$ cat src/rtl/atm_pkg.sv
// Shared opcode, status and FSM encodings for the balance access arbiter.
package atm_pkg;

   typedef enum logic [1:0] {
      OP_WDRAW = 2'b00,
      OP_DEP   = 2'b01,
      OP_INQ   = 2'b10,
      OP_BAD   = 2'b11
   } op_e;

   typedef enum logic [2:0] {
      STS_OK    = 3'b000,
      STS_NSF   = 3'b001,
      STS_OVF   = 3'b010,
      STS_LIMIT = 3'b011,
      STS_BADOP = 3'b100
   } sts_e;

   typedef enum logic [1:0] {
      S_IDLE,
      S_GRANT,
      S_EXEC,
      S_RESP
   } fsm_e;

   function automatic int idx_w(input int n);
      return (n > 1) ? $clog2(n) : 1;
   endfunction

endpackage

$ cat src/rtl/atm_rr_arbiter.sv
// Round-robin winner select; ptr_q holds the highest-priority terminal,
// moved to just past the winner on every grant.
module atm_rr_arbiter
   import atm_pkg::*;
#(
   parameter int NUM_TERM = 4,
   parameter int IDX_W    = idx_w(NUM_TERM)
) (
   input  logic                clk,
   input  logic                rst,
   input  logic [NUM_TERM-1:0] req_i,
   input  logic                adv_i,
   output logic                gnt_vld_o,
   output logic [IDX_W-1:0]    gnt_idx_o
);

   logic [IDX_W-1:0] ptr_q, ptr_d;

   // Scan from farthest to nearest so the nearest requester wins.
   always_comb begin
      logic [IDX_W-1:0] k;
      k         = '0;
      gnt_vld_o = 1'b0;
      gnt_idx_o = '0;
      for (int i = NUM_TERM - 1; i >= 0; i--) begin
         k = IDX_W'((int'(ptr_q) + i) % NUM_TERM);
         if (req_i[k]) begin
            gnt_vld_o = 1'b1;
            gnt_idx_o = k;
         end
      end
   end

   always_comb begin
      ptr_d = ptr_q;
      if (adv_i && gnt_vld_o) begin
         if (gnt_idx_o == IDX_W'(NUM_TERM - 1))
            ptr_d = '0;
         else
            ptr_d = gnt_idx_o + IDX_W'(1);
      end
   end

   always_ff @(posedge clk or negedge rst) begin
      if (!rst) ptr_q <= '0;
      else      ptr_q <= ptr_d;
   end

endmodule

$ cat src/rtl/balance_access_arbiter.sv
// Shared-balance transaction arbiter: IDLE->GRANT->EXEC->RESP per request.
// Daily withdraw cap is built only with ATM_DAILY_LIMIT_EN defined.
module balance_access_arbiter
   import atm_pkg::*;
#(
   parameter int NUM_TERM    = 4,
   parameter int BAL_W       = 8,
   parameter int AMT_W       = 6,
   parameter int INIT_BAL    = 50,
   parameter int DAILY_LIMIT = 100
) (
   input  logic                      clk,
   input  logic                      rst,
   input  logic [NUM_TERM-1:0]       req,
   input  logic [2*NUM_TERM-1:0]     op,
   input  logic [AMT_W*NUM_TERM-1:0] amt,
   input  logic                      day_clr,
   output logic [NUM_TERM-1:0]       ack,
   output logic [2:0]                status,
   output logic [BAL_W-1:0]          balance,
   output logic                      busy
);

   localparam int IDX_W = idx_w(NUM_TERM);
   localparam int SUM_W = ((BAL_W > AMT_W) ? BAL_W : AMT_W) + 1;
   localparam logic [SUM_W-1:0] BAL_MAX = SUM_W'({BAL_W{1'b1}});

   fsm_e             state_q, state_d;
   logic             gnt_vld;
   logic [IDX_W-1:0] gnt_idx;
   logic             take;
   logic [1:0]       op_sel;
   logic [AMT_W-1:0] amt_sel;
   logic [IDX_W-1:0] idx_q;
   op_e              op_q;
   logic [AMT_W-1:0] amt_q;
   logic [BAL_W-1:0] bal_q, bal_d;
   sts_e             sts_q, sts_d;
   logic             lim_hit;
   logic             wd_ok;
   logic [SUM_W-1:0] bal_x, amt_x, sum_x, dif_x;

   atm_rr_arbiter #(
      .NUM_TERM (NUM_TERM),
      .IDX_W    (IDX_W)
   ) u_rr (
      .clk       (clk),
      .rst       (rst),
      .req_i     (req),
      .adv_i     (state_q == S_IDLE),
      .gnt_vld_o (gnt_vld),
      .gnt_idx_o (gnt_idx)
   );

   assign take = (state_q == S_IDLE) && gnt_vld;

   always_comb begin
      op_sel  = '0;
      amt_sel = '0;
      for (int i = 0; i < NUM_TERM; i++) begin
         if (gnt_idx == IDX_W'(i)) begin
            op_sel  = op[2*i +: 2];
            amt_sel = amt[AMT_W*i +: AMT_W];
         end
      end
   end

   always_ff @(posedge clk or negedge rst) begin
      if (!rst) state_q <= S_IDLE;
      else      state_q <= state_d;
   end

   always_comb begin
      state_d = state_q;
      unique case (state_q)
         S_IDLE:  if (gnt_vld) state_d = S_GRANT;
         S_GRANT: state_d = S_EXEC;
         S_EXEC:  state_d = S_RESP;
         S_RESP:  state_d = S_IDLE;
      endcase
   end

   always_comb begin
      busy   = (state_q != S_IDLE);
      ack    = '0;
      status = STS_OK;
      if (state_q == S_RESP) begin
         ack[idx_q] = 1'b1;
         status     = sts_q;
      end
   end

   always_ff @(posedge clk or negedge rst) begin
      if (!rst) begin
         idx_q <= '0;
         op_q  <= OP_WDRAW;
         amt_q <= '0;
      end else if (take) begin
         idx_q <= gnt_idx;
         op_q  <= op_e'(op_sel);
         amt_q <= amt_sel;
      end
   end

   assign bal_x = SUM_W'(bal_q);
   assign amt_x = SUM_W'(amt_q);
   assign sum_x = bal_x + amt_x;
   assign dif_x = bal_x - amt_x;

   // Limit is checked ahead of funds so a capped withdraw reports LIMIT.
   always_comb begin
      bal_d = bal_q;
      sts_d = STS_OK;
      wd_ok = 1'b0;
      unique case (op_q)
         OP_WDRAW: begin
            if (lim_hit) sts_d = STS_LIMIT;
            else if (amt_x > bal_x) sts_d = STS_NSF;
            else begin
               bal_d = BAL_W'(dif_x);
               wd_ok = 1'b1;
            end
         end
         OP_DEP: begin
            if (sum_x > BAL_MAX) sts_d = STS_OVF;
            else bal_d = BAL_W'(sum_x);
         end
         OP_INQ: sts_d = STS_OK;
         OP_BAD: sts_d = STS_BADOP;
      endcase
   end

   always_ff @(posedge clk or negedge rst) begin
      if (!rst) begin
         bal_q <= BAL_W'(INIT_BAL);
         sts_q <= STS_OK;
      end else if (state_q == S_EXEC) begin
         bal_q <= bal_d;
         sts_q <= sts_d;
      end
   end

   assign balance = bal_q;

`ifdef ATM_DAILY_LIMIT_EN
   logic [31:0] acc_q;

   assign lim_hit = (acc_q + 32'(amt_q)) > 32'(DAILY_LIMIT);

   always_ff @(posedge clk or negedge rst) begin
      if (!rst)                           acc_q <= '0;
      else if (day_clr)                   acc_q <= '0;
      else if (state_q == S_EXEC && wd_ok) acc_q <= acc_q + 32'(amt_q);
   end
`else
   logic unused_lim;

   assign lim_hit    = 1'b0;
   assign unused_lim = day_clr | wd_ok | (DAILY_LIMIT < 0);
`endif

endmodule

$ cat config.mk
export PLATFORM = sky130hd
export DESIGN_NAME = balance_access_arbiter
export DESIGN_NICKNAME = d
export VERILOG_FILES = /design/src/rtl/atm_pkg.sv /design/src/rtl/atm_rr_arbiter.sv /design/src/rtl/balance_access_arbiter.sv
export SDC_FILE = /design/constraint.sdc
export NUM_CORES = 1
export LEC_CHECK = 0
export CORE_MARGIN = 3
export CORE_UTILIZATION = 48
export DETAILED_ROUTE_END_ITERATION = 8
export GPL_TIMING_DRIVEN = 0
export PLACE_DENSITY = 0.9
export SLEW_MARGIN = 20
export SYNTH_ARGS = -nofsm -noshare
export SYNTH_HDL_FRONTEND = slang
export SYNTH_SLANG_ARGS = --single-unit
$ cat constraint.sdc
create_clock -name clk -period 3.1 [get_ports clk]
set_clock_uncertainty 0.1 [all_clocks]
set_input_delay 0.31 -clock clk [delete_from_list [all_inputs] [get_ports clk]]
set_output_delay 0.31 -clock clk [all_outputs]
set_load 0.005 [all_outputs]
==> flow_metrics.env, run 1 <==
export IMPL_synth_area_leader_cell="dfrtp_1"
export IMPL_antenna_left=0
export IMPL_layout_min_cycle_time_ns=2.68
export IMPL_clock_sinks=25
export IMPL_stdcell_count=338
export IMPL_timing_slew_headroom_pct=60.8
export IMPL_dpl_hpwl_mm=3.61
export IMPL_synth_edf_count=0
export IMPL_syn_area_per_cell_sq_um=8.56
export IMPL_routed_wl_mm=4.56
export IMPL_syn_area_sq_mm=0.00199
export IMPL_wl_per_cell_um=13.5
export IMPL_overflow=0
export IMPL_yosysWarningCount=0
export IMPL_vias=1893
export IMPL_grt_setup_unrepaired="false"
export IMPL_worst_pin_slew_ns=0.580
export IMPL_pwr_share_clk_pct=7.3
export IMPL_drv_slew=0
export IMPL_layout_common_cells="52 x clkdlybuf4s50_1, 23 x nand2_1, 22 x dfrtp_1, 20 x inv_1, 20 x ha_1"
export IMPL_path_class="primary input to register"
export IMPL_yosys_top_cells_area="dfrtp_1 28%, ha_1 13%, a21oi_1 4.5%"
export IMPL_critPathRequiredTime_ns=3.16
export IMPL_start_kind="primary input"
export IMPL_power_switching_mw=1.22
export IMPL_multi_input_area_sq_mm=0.00123
export IMPL_leakage_nw=1.15
export IMPL_drive_gt1_share_pct=6.21
export IMPL_numCtsBuffers=3
export IMPL_hold_class="register to register"
export IMPL_status="completed"
export IMPL_finalSetupTns_ns=0
export IMPL_max_vdd_ir_drop_mv=0.427
export IMPL_synth_simple_area_share_pct=19.4
export IMPL_final_common_cell="clkdlybuf4s50_1"
export IMPL_netlist_instances=232
export IMPL_synthAdderAreaFrac_pct=14.6
export IMPL_synth_xor_area_share_pct=2.65
export IMPL_muxShareOfSynthArea_pct=2.08
export IMPL_antenna_found_initial=0
export IMPL_postCtsSetupBuffers=0
export IMPL_grt_usage_pct=18.9
export IMPL_min_period_over_period_pct=86.4
export IMPL_path_max_fanout=10
export IMPL_drc=0
export IMPL_die_area_sq_mm=0.00494
export IMPL_synth_compound_area_share_pct=23.1
export IMPL_powerDensity_mw_per_mm2=1010
export IMPL_cp_arrival_ns=2.74
export IMPL_yosysSeqAreaShare_pct=31.7
export IMPL_synth_distinct_cells=44
export IMPL_ys_async_sr_fraction_pct=100
export IMPL_io_pins=55
export IMPL_intPower_mw=1.43
export IMPL_gp_congestion=0.952
export IMPL_cts_tree="yes"
export IMPL_setup_viol=0
export IMPL_clock_path_buffers=2
export IMPL_seqCellArea_sq_um=629
export IMPL_start_util_pct=51.9
export IMPL_avgViaCountPerCell=5.60
export IMPL_grt_pass1_vias=1874
export IMPL_synth_top_family_by_area="compound AO/OA/AOI/OAI gates"
export IMPL_min_from="sts_q[0]"
export IMPL_maxCapViolations=0
export IMPL_portBuffers=53
export IMPL_dr_pass1_iters=4
export IMPL_critical_path_startpoint="req[0]"
export IMPL_cts_htree_levels=1
export IMPL_grt_max_degree=26
export IMPL_synthFlopType="dfrtp_1"
export IMPL_synthToLayoutAreaGrowth_pct=32.3
export IMPL_fp_dieW_um=70.3
export IMPL_dp_cells=333
export IMPL_design_core_area_sq_mm=0.00383
export IMPL_clk_latency_ns=0.27
export IMPL_root_buffer="clkbuf_8"
export IMPL_placedInstanceArea_sq_mm=0.00258
export IMPL_nets=352
export IMPL_cp_end_kind="register"
export IMPL_p_sw_share_pct=45.9
export IMPL_r2r_start="u_rr.ptr_q[1]"
export IMPL_synth_top_area_share_pct=27.7
export IMPL_nFillCells=312
export IMPL_seqPwrFrac_pct=25.3
export IMPL_fin_area_sq_mm=0.00263
export IMPL_fmax_mhz=373
export IMPL_insertedDiodeCount=0
export IMPL_syn_nets=293
export IMPL_combPwrFrac_pct=67.3
export IMPL_ys_ff_latch=25
export IMPL_drt_iter0_markers=116
export IMPL_rows=22
export IMPL_die_h_um=70.3
export IMPL_clkTransAtPathRegs_ns=0.09
export IMPL_hold_viol=0
export IMPL_grt_pass1_wl_mm=7.82
==> critical path: stages <==
cell             delay (ns)
clkdlybuf4s50_1        0.53
a21oi_1                0.08
o21a_1                 0.17
o22ai_1                0.30
ha_1                   0.21
clkbuf_1               0.30
nor2b_1                0.20
a221oi_1               0.29
nor3_1                 0.08
a211oi_1               0.19
a21oi_1                0.06
==> cells by family (layout without fill, tap and decap cells) <==
family	after synthesis	count (layout)
muxes	4	4
buffers and inverters	31	89
AOI/OAI and AO/OA	69	69
DFF	25	25
and+or+nand+nor	75	75
xor gates and xnor gates	6	6
adders and majority gates	22	22
==> flip-flops by register name, summed over array words and instances (netlist names) <==
register / flops
idx_q: 2
balance: 8
amt_q: 6
state_q: 2
u_rr.ptr_q: 2
op_q: 2
sts_q: 3
==> power groups by stage <==
stage | registers (mW) | clock network, mW | logic [mW]
2_1_floorplan | 0.638 | 0 | 1.28
3_3_place_gp | 0.661 | 0 | 1.70
3_5_place_dp | 0.674 | 0 | 1.76
4_1_cts | 0.667 | 0.196 | 1.78
6_report | 0.670 | 0.194 | 1.78
5_1_grt | 0.701 | 0.206 | 1.99
==> per-stage QoR <==
step	worst slack (ns)	power [mW]	util [%]	hold slack, ns
5_1_grt	0.152	2.90	68.7	0.440
4_1_cts	0.433	2.64	68.5	0.384
3_5_place_dp	0.129	2.43	67.3	0.364
2_1_floorplan	0.845	1.92	-	-0.0856
6_report	0.421	2.65	68.7	0.380
3_3_place_gp	0.188	2.36	67.3	0.359
==> repair_timing <==
action                                 in CTS  in global routing
gates resized for setup                     0                  0
hold buffers                                0                  1
endpoints found under the hold margin       0                 22
==> Yosys cell counts (2+ instances only) <==
cell type  number
a211oi_2        2
nor3_1         11
nand2_1        23
and2_1          3
nor3b_1         2
o211ai_1        2
dfstp_2         3
a211oi_1        6
nor2b_1        12
xnor2_1         6
mux2i_1         3
o21ai_0        18
nor2_1          8
nand3_1         2
and3_1          4
nand2b_1        2
o31ai_1         3
ha_1           20
a21boi_0        2
a221oi_1        8
inv_1          20
a21oi_1        18
buf_2           4
fa_1            2
nor4_1          3
clkbuf_1        6
dfrtp_1        22
==> area by class of cell <==
type / count / share of cell area [%]
Multi-Input combinational cell: 176 / 46.7
Buffer: 11 / 2.05
Clock inverter: 1 / 0.190
Tap cell: 48 / 2.29
Sequential cell: 25 / 24.0
Clock buffer: 3 / 1.57
Inverter: 20 / 2.86
Timing Repair Buffer: 54 / 20.4
==> path summary, 6_finish.rpt <==
path / to / slack [ns] / depth (start not counted)
worst max register to register: amt_q[1] / 0.52 / 10
max in group asynchronous: balance[5] / 2.08 / 2
worst min-delay path: sts_q[0] / 0.38 / 2
worst min register to register: sts_q[0] / 0.38 / 2
min in group asynchronous: amt_q[1] / 0.45 / 2
worst max-delay path: amt_q[1] / 0.42 / 11
==> layer usage <==
layer / global-route usage (%) / part of all wire (%)
met1: 21.1 / 42
met2: 35.7 / 49
met3: 3.17 / 7.4
met4: 6.17 / 1.8
met5: 0 / 0
(Power assumes the default switching activity.)
==> run 2: changes to the inputs <==
Settings changed: ABC_AREA from default to 1, CORE_UTILIZATION 48 to 51, GPL_TIMING_DRIVEN 0 to 1, PLACE_DENSITY 0.9 to 0.91.
==> run 2 against run 1 <==
Net effect:
- design area is 13% higher
- worst hold slack got worse by 0.090 ns
- cell count increased by 33%
==> flow_metrics.env, run 2 <==
export IMPL_status="completed"
export IMPL_dpl_hpwl_mm=4.24
export IMPL_final_common_cell="nand2_1"
export IMPL_critPathRequiredTime_ns=3.20
export IMPL_dr_pass1_iters=4
export IMPL_layout_min_cycle_time_ns=2.68
export IMPL_cts_tree="yes"
export IMPL_synth_edf_count=0
export IMPL_finalSetupTns_ns=0
export IMPL_seqPwrFrac_pct=20.2
export IMPL_die_h_um=74.2
export IMPL_avgViaCountPerCell=5.21
export IMPL_drt_iter0_markers=203
export IMPL_intPower_mw=1.63
export IMPL_post_cts_resized=0
export IMPL_yosysWarningCount=0
export IMPL_leakage_nw=1.50
export IMPL_start_kind="register"
export IMPL_combPwrFrac_pct=73.9
export IMPL_worst_pin_slew_ns=0.476
export IMPL_antenna_found_initial=0
export IMPL_synth_compound_area_share_pct=14.6
export IMPL_grt_pass1_wl_mm=9.07
export IMPL_path_max_fanout=10
export IMPL_grt_setup_unrepaired="false"
export IMPL_grt_pass1_vias=2113
export IMPL_layout_common_cells="123 x nand2_1, 53 x clkdlybuf4s50_1, 44 x inv_1, 22 x dfrtp_1, 21 x nand3_1"
export IMPL_synth_top_area_share_pct=23.2
export IMPL_root_buffer="clkbuf_8"
export IMPL_synth_top_family_by_area="simple AND/OR/NAND/NOR gates"
export IMPL_insertedDiodeCount=0
export IMPL_rows=24
export IMPL_fp_dieW_um=74.2
export IMPL_portBuffers=53
export IMPL_gp_congestion=0.897
export IMPL_grt_max_degree=26
export IMPL_syn_area_sq_mm=0.00237
export IMPL_yosys_top_cells_area="dfrtp_1 23%, nand2_1 19%, ha_1 11%"
export IMPL_grt_usage_pct=20.3
export IMPL_maxCapViolations=0
export IMPL_muxShareOfSynthArea_pct=0
export IMPL_max_vdd_ir_drop_mv=0.867
export IMPL_cts_htree_levels=1
export IMPL_clk_latency_ns=0.27
export IMPL_clock_sinks=25
export IMPL_postCtsSetupBuffers=0
export IMPL_powerDensity_mw_per_mm2=1170
export IMPL_clkTransAtPathRegs_ns=0.10
export IMPL_design_core_area_sq_mm=0.00441
export IMPL_hold_class="primary input to async pin"
export IMPL_ys_async_sr_fraction_pct=100
export IMPL_synth_simple_area_share_pct=34.5
export IMPL_vias=2339
export IMPL_antenna_left=0
export IMPL_path_class="register to register"
export IMPL_routed_wl_mm=5.27
export IMPL_power_switching_mw=1.85
export IMPL_setup_viol=0
export IMPL_clock_path_buffers=2
export IMPL_io_pins=55
export IMPL_min_period_over_period_pct=86.4
export IMPL_pwr_share_clk_pct=5.9
export IMPL_yosysSeqAreaShare_pct=26.5
export IMPL_yosys_top_cells_count="123 x nand2_1, 44 x inv_1, 22 x dfrtp_1, 21 x nand3_1, 20 x ha_1"
export IMPL_nets=459
export IMPL_drive_gt1_share_pct=11.1
export IMPL_start_util_pct=53.7
export IMPL_timing_slew_headroom_pct=68.2
export IMPL_numCtsBuffers=3
export IMPL_largest_reg_flops=8
export IMPL_synth_area_leader_cell="dfrtp_1"
export IMPL_cp_end_kind="register"
export IMPL_syn_area_per_cell_sq_um=6.86
export IMPL_synth_xor_area_share_pct=0.738
export IMPL_dp_cells=445
export IMPL_overflow=0
export IMPL_synth_most_common_cell="nand2_1"
export IMPL_hold_viol=0
export IMPL_cp_arrival_ns=2.78
export IMPL_die_area_sq_mm=0.00551
export IMPL_cts_hold_buf=0
export IMPL_fmax_mhz=373
export IMPL_ys_ff_latch=25
export IMPL_synthAdderAreaFrac_pct=12.2
export IMPL_drc=0
export IMPL_synth_distinct_cells=32
export IMPL_drv_slew=0
export IMPL_synthToLayoutAreaGrowth_pct=25.1
export IMPL_syn_nets=407
export IMPL_wl_per_cell_um=11.7
export IMPL_netlist_instances=346
export IMPL_synthFlopType="dfrtp_1"
export IMPL_p_sw_share_pct=53.2
export IMPL_stdcell_count=449
## run 2: layout make-up
| cell class | count | area [sq um] |
|---|---|---|
| Multi-Input combinational cell | 262 | 1470 |
| Clock buffer | 3 | 41.3 |
| Fill cell | 360 | 1450 |
| Inverter | 50 | 198 |
| Timing Repair Buffer | 56 | 553 |
| Sequential cell | 25 | 629 |
| Tap cell | 52 | 65.1 |
| Clock inverter | 1 | 7.51 |
## run 2: critical path, cell delays in order (launching register included)
cell      delay, ns
dfrtp_1        0.60
nand2_1        0.16
nand3_1        0.15
nand2_1        0.06
inv_1          0.08
nand2_1        0.06
nand2_1        0.07
nand2_1        0.12
ha_1           0.33
nor2_1         0.43
nand2_1        0.14
nand2_1        0.09
o211ai_1       0.09
a31oi_2        0.13
## run 2: cell families (layout without fill, tap and decap cells)
kind of cell,Yosys count,after routing
AO/OA/AOI/OAI,47,47
XOR/XNOR,2,2
adder cells (fa/ha/maj),22,22
buffers and inverters,59,110
flip-flops,25,25
AND/OR/NAND/NOR,191,191
## run 2: final timing paths
check,startpoint,to,slack [ns],depth (start not counted)
worst max-delay path,u_rr.ptr_q[0],amt_q[2],0.42,13
worst min-delay path,rst,amt_q[0],0.29,2
worst max register to register,u_rr.ptr_q[0],amt_q[2],0.42,13
worst min register to register,sts_q[0],sts_q[0],0.41,2
max in group asynchronous,rst,balance[5],2.32,2
min in group clk,sts_q[0],sts_q[0],0.41,2
## run 2: per-stage QoR
step                      total power [mW]  util [%]  area (sq um)  hold WS [ns]  setup slack (ns)
after CTS                             3.47      67.2          2970         0.312             0.442
after floorplan                       2.68         -          2370       -0.0856             0.847
after global routing                  3.88      67.2          2970         0.336             0.205
after detailed placement              3.26      66.1          2920         0.386             0.296
after global placement                3.16      66.1          2920         0.383             0.379
final                                 3.48      67.2          2970         0.289             0.420
## run 2: power by group through the flow
stage	sequential [mW]	combinational [mW]	clock (mW)
finish	0.705	2.57	0.205
global route	0.734	2.92	0.222
CTS	0.704	2.57	0.201
detailed placement	0.711	2.55	0
global placement	0.699	2.46	0
floorplan	0.643	2.04	0
## run 2: metal layers
metal | global-route usage, % | share of wire, % | vias up
met3 | 1.89 | 4.8 | 4
met5 | 0 | 0 | -
met1 | 27.5 | 45 | 1065
met2 | 34.9 | 49 | 70
li1 | - | - | 1200
met4 | 5.03 | 0.85 | 0
==> run 3: changes to the inputs <==
Settings changed: SETUP_SLACK_MARGIN from default to 0.15, SKIP_LAST_GASP from default to 1.
==> results of run 3 <==
The final DEF is identical to that of run 2; final timing and power are the same.
